### src/rtl/uart_tx_fifo.sv
`timescale 1ns/1ps
`default_nettype none
// ============================================================================
// Module  : uart_tx_fifo
// Brief   : Byte FIFO feeding an 8N1 asynchronous serial transmitter (LSB first).
// Revision: 1.0 - initial release
// ============================================================================
module uart_tx_fifo #(
    parameter int CLKS_PER_BIT = 217,
    parameter int FIFO_AW      = 4
) (
    input  logic       clk,
    input  logic       rst,
    input  logic [7:0] i_data,
    input  logic       i_data_v,
    output logic       o_tx,
    output logic       o_busy,
    output logic       o_full,
    output logic       o_overflow
);

    localparam int c_depth  = 1 << FIFO_AW;
    localparam int c_baud_w = (CLKS_PER_BIT > 2) ? $clog2(CLKS_PER_BIT) : 1;
    localparam logic [c_baud_w-1:0] c_baud_last = c_baud_w'(CLKS_PER_BIT - 1);

    localparam logic [1:0] c_st_idle  = 2'd0;
    localparam logic [1:0] c_st_start = 2'd1;
    localparam logic [1:0] c_st_data  = 2'd2;
    localparam logic [1:0] c_st_stop  = 2'd3;

    logic [7:0]         r_mem [c_depth];
    logic [FIFO_AW:0]   r_wr_ptr;
    logic [FIFO_AW:0]   r_rd_ptr;
    logic               r_overflow;

    logic [1:0]         r_state;
    logic [c_baud_w-1:0] r_baud;
    logic [2:0]         r_bit;
    logic [7:0]         r_shift;
    logic               r_tx;

    logic               w_empty;
    logic               w_full;
    logic               w_push;
    logic               w_pop;
    logic               w_baud_done;
    logic [7:0]         w_head;
    logic [1:0]         w_state_nxt;
    logic [c_baud_w-1:0] w_baud_nxt;
    logic [2:0]         w_bit_nxt;
    logic [7:0]         w_shift_nxt;
    logic               w_tx_nxt;

    // Wrap bit distinguishes full from empty when the index bits match.
    assign w_empty = (r_wr_ptr == r_rd_ptr);
    assign w_full  = (r_wr_ptr[FIFO_AW] != r_rd_ptr[FIFO_AW]) &&
                     (r_wr_ptr[FIFO_AW-1:0] == r_rd_ptr[FIFO_AW-1:0]);
    assign w_push  = i_data_v && !w_full;
    assign w_head  = r_mem[r_rd_ptr[FIFO_AW-1:0]];

    always_ff @(posedge clk) begin
        if (w_push) begin
            r_mem[r_wr_ptr[FIFO_AW-1:0]] <= i_data;
        end
    end

    always_ff @(posedge clk) begin
        if (rst) begin
            r_wr_ptr   <= '0;
            r_rd_ptr   <= '0;
            r_overflow <= 1'b0;
        end else begin
            if (w_push) begin
                r_wr_ptr <= r_wr_ptr + 1'b1;
            end
            if (w_pop) begin
                r_rd_ptr <= r_rd_ptr + 1'b1;
            end
            if (i_data_v && w_full) begin
                r_overflow <= 1'b1;
            end
        end
    end

    always_ff @(posedge clk) begin
        if (rst) begin
            r_state <= c_st_idle;
            r_baud  <= '0;
            r_bit   <= '0;
            r_shift <= '0;
            r_tx    <= 1'b1;
        end else begin
            r_state <= w_state_nxt;
            r_baud  <= w_baud_nxt;
            r_bit   <= w_bit_nxt;
            r_shift <= w_shift_nxt;
            r_tx    <= w_tx_nxt;
        end
    end

    assign w_baud_done = (r_baud == c_baud_last);

    // Line level is computed for the next state so o_tx comes straight from a flop.
    always_comb begin
        w_state_nxt = r_state;
        w_baud_nxt  = w_baud_done ? '0 : r_baud + 1'b1;
        w_bit_nxt   = r_bit;
        w_shift_nxt = r_shift;
        w_tx_nxt    = r_tx;
        w_pop       = 1'b0;
        case (r_state)
            c_st_idle: begin
                w_baud_nxt = '0;
                w_tx_nxt   = 1'b1;
                if (!w_empty) begin
                    w_pop       = 1'b1;
                    w_shift_nxt = w_head;
                    w_state_nxt = c_st_start;
                    w_tx_nxt    = 1'b0;
                end
            end
            c_st_start: begin
                if (w_baud_done) begin
                    w_state_nxt = c_st_data;
                    w_bit_nxt   = '0;
                    w_tx_nxt    = r_shift[0];
                end
            end
            c_st_data: begin
                if (w_baud_done) begin
                    w_shift_nxt = r_shift >> 1;
                    if (r_bit == 3'd7) begin
                        w_state_nxt = c_st_stop;
                        w_tx_nxt    = 1'b1;
                    end else begin
                        w_bit_nxt = r_bit + 3'd1;
                        w_tx_nxt  = r_shift[1];
                    end
                end
            end
            c_st_stop: begin
                // Chain straight into the next start bit when data is waiting.
                if (w_baud_done) begin
                    if (!w_empty) begin
                        w_pop       = 1'b1;
                        w_shift_nxt = w_head;
                        w_state_nxt = c_st_start;
                        w_tx_nxt    = 1'b0;
                    end else begin
                        w_state_nxt = c_st_idle;
                        w_tx_nxt    = 1'b1;
                    end
                end
            end
            default: begin
                w_state_nxt = c_st_idle;
                w_tx_nxt    = 1'b1;
            end
        endcase
    end

    assign o_tx       = r_tx;
    assign o_busy     = !w_empty || (r_state != c_st_idle);
    assign o_full     = w_full;
    assign o_overflow = r_overflow;

endmodule
`default_nettype wire

### config.mk
export PLATFORM = sky130hd
export DESIGN_NAME = uart_tx_fifo
export DESIGN_NICKNAME = d
export VERILOG_FILES = /design/src/rtl/uart_tx_fifo.sv
export SDC_FILE = /design/constraint.sdc
export NUM_CORES = 1
export LEC_CHECK = 0
export ABC_AREA = 0
export CAP_MARGIN = 25
export CORE_ASPECT_RATIO = 0.5
export CORE_MARGIN = 2
export CORE_UTILIZATION = 46
export DETAILED_ROUTE_END_ITERATION = 8
export PLACE_DENSITY = 0.59
export SYNTH_ARGS = -nofsm -noshare
export SYNTH_HDL_FRONTEND = slang
export SYNTH_SLANG_ARGS = --single-unit
### constraint.sdc
create_clock -name clk -period 4.15 [get_ports clk]
set_input_delay 0.83 -clock clk [delete_from_list [all_inputs] [get_ports clk]]
set_output_delay 0.83 -clock clk [all_outputs]
set_load 0.005 [all_outputs]
* Word-level counts from Yosys, hierarchy flattened *
Memory sizes are Yosys's and may differ from the RTL's. A register that Yosys moved wholly into a read port is not among the register bits.
Index checks and enable logic that the tools add are counted.

operators by class
  multiplexer cells = 28
  reductions and logical operators = 15
  add/subtract/negate cells = 4
  equal/unequal tests = 14

operators with widths
  cell                                           count
  2-to-1 mux 8 bit                               3
  one-hot mux 8 bit (3 select lines)             1
  inequality test 2 bit (second input constant)  6
  adder 5 x 1 -> 5 bit (second input constant)   2
  2-to-1 mux 1 bit                               10
  2-to-1 mux 2 bit                               5
  2-to-1 mux 3 bit                               3
  adder 8 x 1 -> 8 bit (second input constant)   1
  equality test 8 bit (second input constant)    1
  2-to-1 mux 4 bit                               2
  one-hot mux 2 bit (4 select lines)             1
  one-hot mux 3 bit (2 select lines)             1
  AND reduction 3 bit                            2
  equality test 5 bit                            1
  AND reduction 5 bit                            1
  equality test 2 bit (second input constant)    2
  equality test 4 bit                            1
  one-hot mux 1 bit (4 select lines)             1
  AND reduction 4 bit                            1
  nonzero test 2 bit                             2
  adder 3 x 1 -> 3 bit (second input constant)   1
  equality test 3 bit (second input constant)    1
  logical AND 1 bit                              3
  nonzero test 3 bit                             1
  7 further kinds                                8

word-level totals
  input port bits = 11
  memories kept = 1
  memory bits (writable) = 128
  register bits after elaboration = 33
  logic and storage cells = 70

memories
  name   depth  width  rd ports  clocked after Yosys merged registers in  write ports  RTL line  RTL
  r_mem  16     8      1         1                                        1            31        logic [7:0] r_mem [c_depth];

* Longest topological paths before layout *
  depth after elaboration = 6
  gate-level depth with buffers = 8

* Worst setup path before layout *
No wires, ideal clock.

  path kind = input to register
  start point = input i_data_v
  end point = memory r_mem[0][0], enable pin
  setup slack = 2.085 ns
  stages on the path = 4
  library setup time = 0.332 ns
  arrival = 1.734 ns
  buffers on the path = 1
  cells stage by stage = inv_1 > a21oi_1 > clkbuf_1 > and3_1

on the way
  longest elaborated chain between the ends = 3

RTL lines
  element                                 RTL line  RTL
  from (decl)                             15        input logic i_data_v,
  logical AND 1 bit                       58        assign w_push = i_data_v && !w_full;
  2-to-1 mux 1 bit                        62        if (w_push) begin
  2-to-1 mux 1 bit (implied by the code)  63        r_mem[r_wr_ptr[FIFO_AW-1:0]] <= i_data;
  to (decl)                               31

Every way passes these cells.

* Worst setup path after layout *
  start point = register r_wr_ptr[2]
  end point = output o_busy

on the way
  longest elaborated chain between the ends = 3

RTL lines
  element                 RTL line  RTL
  from (decl)             32        logic [FIFO_AW:0] r_wr_ptr;
  from (signal assigned)  74        r_wr_ptr <= r_wr_ptr + 1'b1;
  equality test 5 bit     55        assign w_empty = (r_wr_ptr == r_rd_ptr);
  logical NOT 1 bit       163       assign o_busy = !w_empty || (r_state != c_st_idle);
  logical OR 1 bit        163
  to (decl)               17        output logic o_busy,

Every way passes these cells.

==> run_results.csv <==
group,metric,value,unit
sta,skew,0.0133,ns
logic_synthesis,netlist_instances,455,
routing,wirelength,14400,um
cells_and_area,area_growth,12.8,%
worst_setup_path,worst_ep_arrival_time,2.12,ns
worst_setup_path,worst_setup_path_start_kind,"flop",
pwr,p_leak,2.59,nW
sta,fin_crit_sh,71.2,%
clocking,path_clk_slew,0.07,ns
sta,max_freq,339,MHz
global_routing,grt_max_degree,25,
sta,post-route-min-period,2.95,ns
cells_and_area,stdcell_count,683,
logic_synthesis,avgSynthCellArea,15.3,um2
routing,vias,3850,
global_routing,grt_antenna_before_repair,0,
cells_and_area,drive_above_1_share,14.2,%
routing,drt_drc_violations_left,0,
routing,routed_via_density,5.64,
cells_and_area,n_antenna_cell,0,
die,core,0.0146,mm2
placement,dp_slack,1.41,ns
cells_and_area,multiInputGateArea,0.00221,mm2
clocking,cts_buffers,17,
placement,dpl_cell_area,0.00727,mm2
sta,setup_tns,0,ns
clocking,clk_latency,0.43,ns
logic_synthesis,ys_ff_latch,165,
clocking,hold_buffers,0,
logic_synthesis,syn_area,0.00696,mm2
pwr,power,0.00434,W
global_routing,grt_usage,19.1,%
clocking,clock_sinks,165,
placement,gp_congestion,0.762,
outcome,outcome,"complete, no violations",
placement,dp_hpwl,9380,um
placement,placed_cells,652,
cells_and_area,regArea,0.00459,mm2
global_routing,grt_overflow,0,
worst_setup_path,rr_worst_depth,5,
pwr,powerDensity,552,mW/mm2
logic_synthesis,synth_ff_type,"edfxtp_1",
logic_synthesis,ys_warn_count,0,
sta,slew_headroom,37.6,%
hold_path,whs_path_depth,2,
clocking,postCtsSetupBuffers,0,
logic_synthesis,syn_nets,480,
cells_and_area,fillCellCount,1192,
routing,drtAntennaViolNets,0,
clocking,cts-resized-gates,0,
cells_and_area,layout.nets,498,
die,io_pins,15,
logic_synthesis,synth_cell_types,51,
die,die_area,0.0162,mm2
die,die_x,178,um
clocking,cts_tree,"built",
placement,io_buffers,14,
flow_run,maxCapViolCount,0,
die,start_util,47.6,%
clocking,cts-htree-levels,4,
worst_setup_path,cp.required,3.32,ns
sta,setup_ws,1.20,ns
global_routing,grt_pass1_vias,3782,
logic_synthesis,synth_edf_count,128,
routing,wl_per_cell,21.1,um
sta,setup_viol,0,
hold_path,hold_path_class,"flop to flop",
clocking,clock_path_buffers,2,
die,core.rowCount,31,
worst_setup_path,critPathKind,"flop to primary output",
worst_setup_path,path_max_fanout,9,
logic_synthesis,yosysSeqAreaShare,65.8,%
die,die_y,91.0,um
cells_and_area,fin_area,0.00786,mm2
routing,drt_first_iter_violations,351,
sta,hold_violations,0,
sta,rsz0062_at_grt,"false",
sta,worst_slew_pin_slew,0.936,ns
logic_synthesis,synthArstFlopShare,0,%
worst_setup_path,end_kind,"primary output",
clocking,root_buffer,"clkbuf_16",
pwr,ir_drop,0.000304,V
global_routing,grt_pass1_wl,22400,um
routing,drtPass1Iterations,5,
sta,slew_violations,0,
## cell type report
type,count,share of cell area [%]
multi-input combinational,257,28.1
clock buffer,17,5.42
timing repair buffer,20,2.36
sequential,165,58.4
clock inverter,14,1.98
inverter,12,0.573
tap,198,3.15
## synthesized netlist by cell type, drive strengths merged (12+ instances only)
cell,instances,area (um2)
and3,15,93.8
dfxtp,37,741
edfxtp,128,3840
buf,13,92.6
nand3,14,70.1
nor3,13,70.1
nor2b,15,93.8
nor2,37,139
ha,14,175
mux4,22,495
a21oi,13,65.1
inv,12,45.0
mux2i,27,270
## sequential cells by signal, summed over array words and instances (netlist names), named ones only
register    count
r_rd_ptr        5
o_overflow      1
r_bit           3
r_baud          8
r_state         2
o_tx            1
r_shift         8
r_mem         128
r_wr_ptr        5
## final timing paths
path / from / endpoint / slack (ns)
setup reg to reg: flop / r_shift[4]$_SDFFE_PP0P_ / 1.50
hold reg to reg: o_overflow$_SDFFE_PP0P_ / o_overflow$_SDFFE_PP0P_ / 0.48
setup / recovery: r_wr_ptr[2]$_SDFFE_PP0P_ / o_busy / 1.20
hold / removal: o_overflow$_SDFFE_PP0P_ / o_overflow$_SDFFE_PP0P_ / 0.48
## metal layers
metal	global-route usage (%)	wire length, um	vias up
met5	0	0	-
met4	4.92	120	0
met1	29.0	7340	1951
met3	4.90	713	13
li1	-	-	1799
met2	27.3	6240	87
## metrics by stage
step                hold slack, ns  utilization [%]
detailed placement           0.471             49.7
finish                       0.479             53.7
floorplan                    0.449                -
CTS                          0.489             53.7
global placement             0.447             49.7
global route                 0.512             53.7
## where the power goes
part / internal (W) / switching, W
registers: 0.00185 / 0.0000832
clock network: 0.000806 / 0.000727
logic: 0.000378 / 0.000492
total: 0.00304 / 0.00130
## placed cells by master, fill, tap and decap left out, types with 5 or more instances in the layout
cell,count
edfxtp_1,128
nor2_1,37
dfxtp_1,36
mux2i_1,27
mux4_2,22
clkbuf_16,17
and3_1,15
nor2b_1,15
nand3_1,14
ha_1,14
clkdlybuf4s50_1,14
a21oi_1,13
inv_1,12
nor3_1,12
o21ai_0,11
xnor2_1,9
xor2_1,7
inv_8,7
a32o_1,6
a22oi_1,6
buf_4,6
a221oi_1,5
## critical path, stage by stage, from the launching register on
cell and delay, ns:
dfxtp_1 0.51, xnor2_1 0.20, and4_4 0.32, nand3_1 0.18, clkdlybuf4s50_1 0.50
## logic make-up (layout without fill, tap and decap cells)
group | count (synthesis) | after routing | synth area share [%]
flip-flops | 165 | 165 | 65.8
AND/OR/NAND/NOR | 109 | 109 | 8.23
buffers and inverters | 33 | 63 | 2.41
multiplexers | 53 | 53 | 11.6
adder cells (fa/ha/maj) | 14 | 14 | 2.52
XOR/XNOR | 17 | 17 | 2.25
AO/OA/AOI/OAI | 64 | 64 | 7.12
Note: power is estimated with default switching activity, not from simulation.
==> variant 1: new RTL, same flow settings <==
`r_shift` no longer has a reset.
--- a/src/rtl/uart_tx_fifo.sv
+++ b/src/rtl/uart_tx_fifo.sv
@@ -87,15 +87,17 @@
             r_state <= c_st_idle;
             r_baud  <= '0;
             r_bit   <= '0;
-            r_shift <= '0;
             r_tx    <= 1'b1;
         end else begin
             r_state <= w_state_nxt;
             r_baud  <= w_baud_nxt;
             r_bit   <= w_bit_nxt;
-            r_shift <= w_shift_nxt;
             r_tx    <= w_tx_nxt;
         end
+    end
+
+    always_ff @(posedge clk) begin
+        r_shift <= w_shift_nxt;
     end
 
     assign w_baud_done = (r_baud == c_baud_last);
Check against the original RTL: same outputs for any inputs over 10 cycles, from zero or initial values and one cycle with rst high; that may be too few to reach the edited logic, so the function may still have changed.
==> variant 1 against the original RTL <==
  * Register-to-register slack got worse by 130 ps
  * Non-clock buffer count rose by 2
  * Cell area is 2.3% lower
  * Sequential cell count is the same
  * Combinational power down 14%
  * First-iteration DRC count is 13% lower
  * Wire length decreased by 5.1%
  * Worst setup slack worse by 450 ps
  * Sequential share of layout area increased by 2.4 points
  * Area after synthesis down 3.5%
  * Die area is 3.4% lower
  * Power is 2.0% lower
  * Critical endpoint unchanged
  * Largest cell class unchanged
==> variant 1: results (changes against the original RTL) <==
Outcome -> completed (unchanged)
Layout non-clock buf frac -> 2.61% (was 2.36%)
Die Area -> 15,700 µm² (was 16,200 µm²)
Drt first pass iters -> 4 (was 5)
Vias per inst -> 5.47 (was 5.64)
Post-synthesis xor/xnor area fraction -> 2.35% (was 2.25%)
R2r endpoint -> r_mem[5][5] (was r_shift[4])
Largest cells by area after synthesis -> edfxtp_1 61%, mux4_2 11%, dfxtp_1 8.6% (was edfxtp_1 55%, dfxtp_1 11%, mux4_2 7.1%)
Clock Skew -> 13.5 ps (was 13.3 ps)
Drt initial violations -> 306 (was 351)
Reg-to-reg slack, setup -> 1370 ps (was 1500 ps)
CP arrival -> 2580 ps (was 2120 ps)
Placer Congestion -> 0.813 (was 0.762)
Fillers -> 1,126 (was 1,192)
Compound-cell area share of the yosys netlist -> 5.04% (was 7.12%)
Rel. slew slack -> 34.1% (was 37.6%)
Multi-input combinational cell count -> 213 (was 257)
Max IR drop VDD -> 0.000310 V (was 0.000304 V)
Total Nets Final -> 454 (was 498)
Top delay family on crit path -> simple AND/OR/NAND/NOR gates (was flip-flops)
Multiplexer share of the synthesized area -> 12.1% (was 11.6%)
Vias in the first global route -> 3,620 (was 3,782)
Nonclk inv count -> 10 (was 12)
Reg area -> 4670 µm² (was 4590 µm²)
Layout cell share with drive strength beyond 1 -> 18.8% (was 14.2%)
Non-clk bufs -> 22 (was 20)
Largest net degree at the start of global routing -> 24 (was 25)
Post-synth EDFFs -> 136 (was 128)
Post-synthesis adder-cell area fraction -> 2.61% (was 2.52%)
Final HPWL DP -> 9.30 mm (was 9.38 mm)
Switching Fraction -> 28.3% (was 30.0%)
Syn Nets -> 430 (was 480)
Synth unique cells -> 37 (was 51)
CP max FO -> 10 (was 9)
Flop pwr share -> 46.7% (was 44.6%)
Slowest stage delay, CP -> 610 ps (was 510 ps)
==> variant 1: changes by cell type in the layout (fill, tap and decap cells not counted), sizes merged, moves of 7 or more <==
cell / unedited run / this run
a21oi: 13 / 4
a22oi: 6 / 16
and3: 15 / 2
dfxtp: 37 / 29
edfxtp: 128 / 136
mux2i: 27 / 6
mux4: 22 / 32
nand2: 4 / 19
nand3: 14 / 6
nor2b: 15 / 5
o21ai: 11 / 4
==> variant 1: per-layer routing <==
metal / up-vias / track usage (%) / routed length [µm]
met5: - / 0 / 0
met4: 0 / 5.23 / 131
met3: 9 / 5.61 / 890
met2: 86 / 29.4 / 6420
met1: 1792 / 26.2 / 6240
li1: 1609 / - / -
==> variant 1: cell families after synthesis <==
| group | count (synthesis) |
|---|---|
| buffers and inverters | 27 |
| multiplexers | 41 |
| AO/OA/AOI/OAI | 42 |
| XOR/XNOR | 18 |
| AND/OR/NAND/NOR | 98 |
| adder cells (fa/ha/maj) | 14 |
| flip-flops | 165 |
==> variant 1: worst min-delay path by stage <==
stage	cells after the start	slack, ps	end	start
floorplan	1	440	r_baud[0]	r_baud[0]
global placement	1	460	r_baud[0]	r_baud[0]
detailed placement	2	460	o_tx	o_tx
CTS	2	480	o_tx	o_tx
global route	2	500	o_tx	o_tx
finish	2	470	o_tx	o_tx
==> variant 1: metrics by stage <==
| step | power [mW] | worst slack, ps | hold WS (ps) | util, % | instances |
|---|---|---|---|---|---|
| 2_1_floorplan | 2.55 | 1790 | 437 | - | 405 |
| 3_3_place_gp | 2.75 | 1090 | 458 | 49.5 | 608 |
| 3_5_place_dp | 2.78 | 998 | 462 | 49.5 | 608 |
| 4_1_cts | 4.29 | 750 | 479 | 53.5 | 639 |
| 5_1_grt | 4.45 | 588 | 504 | 53.5 | 639 |
| 6_report | 4.25 | 744 | 473 | 53.5 | 639 |
==> variant 2: new RTL, same flow settings <==
Made on the original files. Change the parameter `FIFO_AW` from 4 to 6.
--- a/src/rtl/uart_tx_fifo.sv
+++ b/src/rtl/uart_tx_fifo.sv
@@ -7,7 +7,7 @@
 // ============================================================================
 module uart_tx_fifo #(
     parameter int CLKS_PER_BIT = 217,
-    parameter int FIFO_AW      = 4
+    parameter int FIFO_AW      = 6
 ) (
     input  logic       clk,
     input  logic       rst,
Formal check against the unedited RTL: same outputs for any inputs over 10 cycles, from zero or initial values and one cycle with rst high; that may be too few to reach the edited logic, so the function may still have changed.
==> variant 2 against the original RTL <==
  * Via count rose to 3.0 times the old value
  * Wire length rose to 3.9 times the old value
  * Power grew to 2.9 times the old value
  * Maximum frequency shrank 11%
  * Clock skew grew 12 ps
  * Sequential cell count grew 390
  * Area after synthesis rose to 3.2 times the old value
  * Cell area rose to 3.2 times the old value
  * Die area rose to 3.1 times the old value
  * Worst setup slack lost 350 ps
  * Critical path type unchanged
==> variant 2: results (changes against the original RTL) <==
Outcome -> completed (unchanged)
Multi-input logic area -> 5570 µm² (was 2210 µm²)
Reg area -> 16,200 µm² (was 4590 µm²)
Setup ws final -> 844 ps (was 1200 ps)
ClkCell Share -> 6.66% (was 7.39%)
Fillers -> 3,677 (was 1,192)
Largest net degree at the start of global routing -> 65 (was 25)
WL met3 -> 4.77 mm (was 713 µm)
Avg WL per Cell -> 28.9 µm (was 21.1 µm)
Compound-cell area share of the yosys netlist -> 3.24% (was 7.12%)
Vias in the first global route -> 11.3k (was 3,782)
Number of antenna violations at the first check in global routing -> 1 (was 0)
Drt first pass iters -> 6 (was 5)
Non-clk bufs -> 64 (was 20)
Drt initial violations -> 1,557 (was 351)
Final HPWL DP -> 34.5 mm (was 9.38 mm)
WL met1 -> 25.5 mm (was 7.34 mm)
Final Cell Area -> 24,800 µm² (was 7860 µm²)
Placer Congestion -> 0.906 (was 0.762)
First-pass GRT wire length -> 80.6 mm (was 22.4 mm)
Syn Nets -> 1,227 (was 480)
Post-synthesis xor/xnor area fraction -> 0.945% (was 2.25%)
Total Nets Final -> 1,276 (was 498)
Post-synth EDFFs -> 512 (was 128)
Combinational power share -> 13.1% (was 20.1%)
Max IR drop VDD -> 0.000329 V (was 0.000304 V)
# clk buffers -> 51 (was 17)
Switching pwr -> 3.11 mW (was 1.30 mW)
Mean Syn Cell Area -> 18.5 µm² (was 15.3 µm²)
Power Total -> 12.8 mW (was 4.34 mW)
Vias per inst -> 6.08 (was 5.64)
Leakage -> 7.65 nW (was 2.59 nW)
WL met2 -> 24.6 mm (was 6.24 mm)
Layout non-clock buf frac -> 2.15% (was 2.36%)
H-tree levels -> 2 (was 4)
Post-synthesis sequential area ratio -> 73.0% (was 65.8%)
Synth unique cells -> 66 (was 51)
Worst-Skew Late Latency -> 580 ps (was 430 ps)
R2r endpoint -> r_mem[33][2] (was r_shift[4])
# placed instances -> 1,841 (was 652)
Max Root-Sink Buffers -> 3 (was 2)
Layout cell share with drive strength beyond 1 -> 20.4% (was 14.2%)
TritonCTS buffer count -> 48 (was 17)
Worst setup path startpoint -> r_wr_ptr[1] (was r_wr_ptr[2])
Multiplexer share of the synthesized area -> 14.4% (was 11.6%)
-- variant 2: changes by cell type after synthesis, sizes merged, moves of 16 or more --
cell and delta:
edfxtp +384, mux4 +91, nor2 +76, nand2 +42
buf +36, mux2i +25, nand3 +17, nand4 +16
-- variant 2: worst min path at each step --
stage | start | cells after the start | slack, ps | end
global placement | r_bit[1] | 2 | 450 | r_bit[1]
CTS | r_shift[2] | 2 | 460 | r_shift[2]
detailed placement | r_shift[2] | 2 | 450 | r_shift[2]
floorplan | r_shift[2] | 2 | 430 | r_shift[2]
global route | r_shift[2] | 2 | 480 | r_shift[2]
finish | r_shift[2] | 2 | 450 | r_shift[2]
-- variant 2: metal layers --
metal,vias up,track usage (%)
met5,-,0
met4,0,4.09
met3,65,3.88
met2,557,32.7
met1,6174,35.4
li1,4924,-
-- variant 2: worst max-delay path, cell delays in order (launching register included) --
cell             delay (ps)
dfxtp_1                 540
xnor2_1                 190
and4_1                  410
and3_4                  280
nand2_1                  60
clkdlybuf4s50_1         440
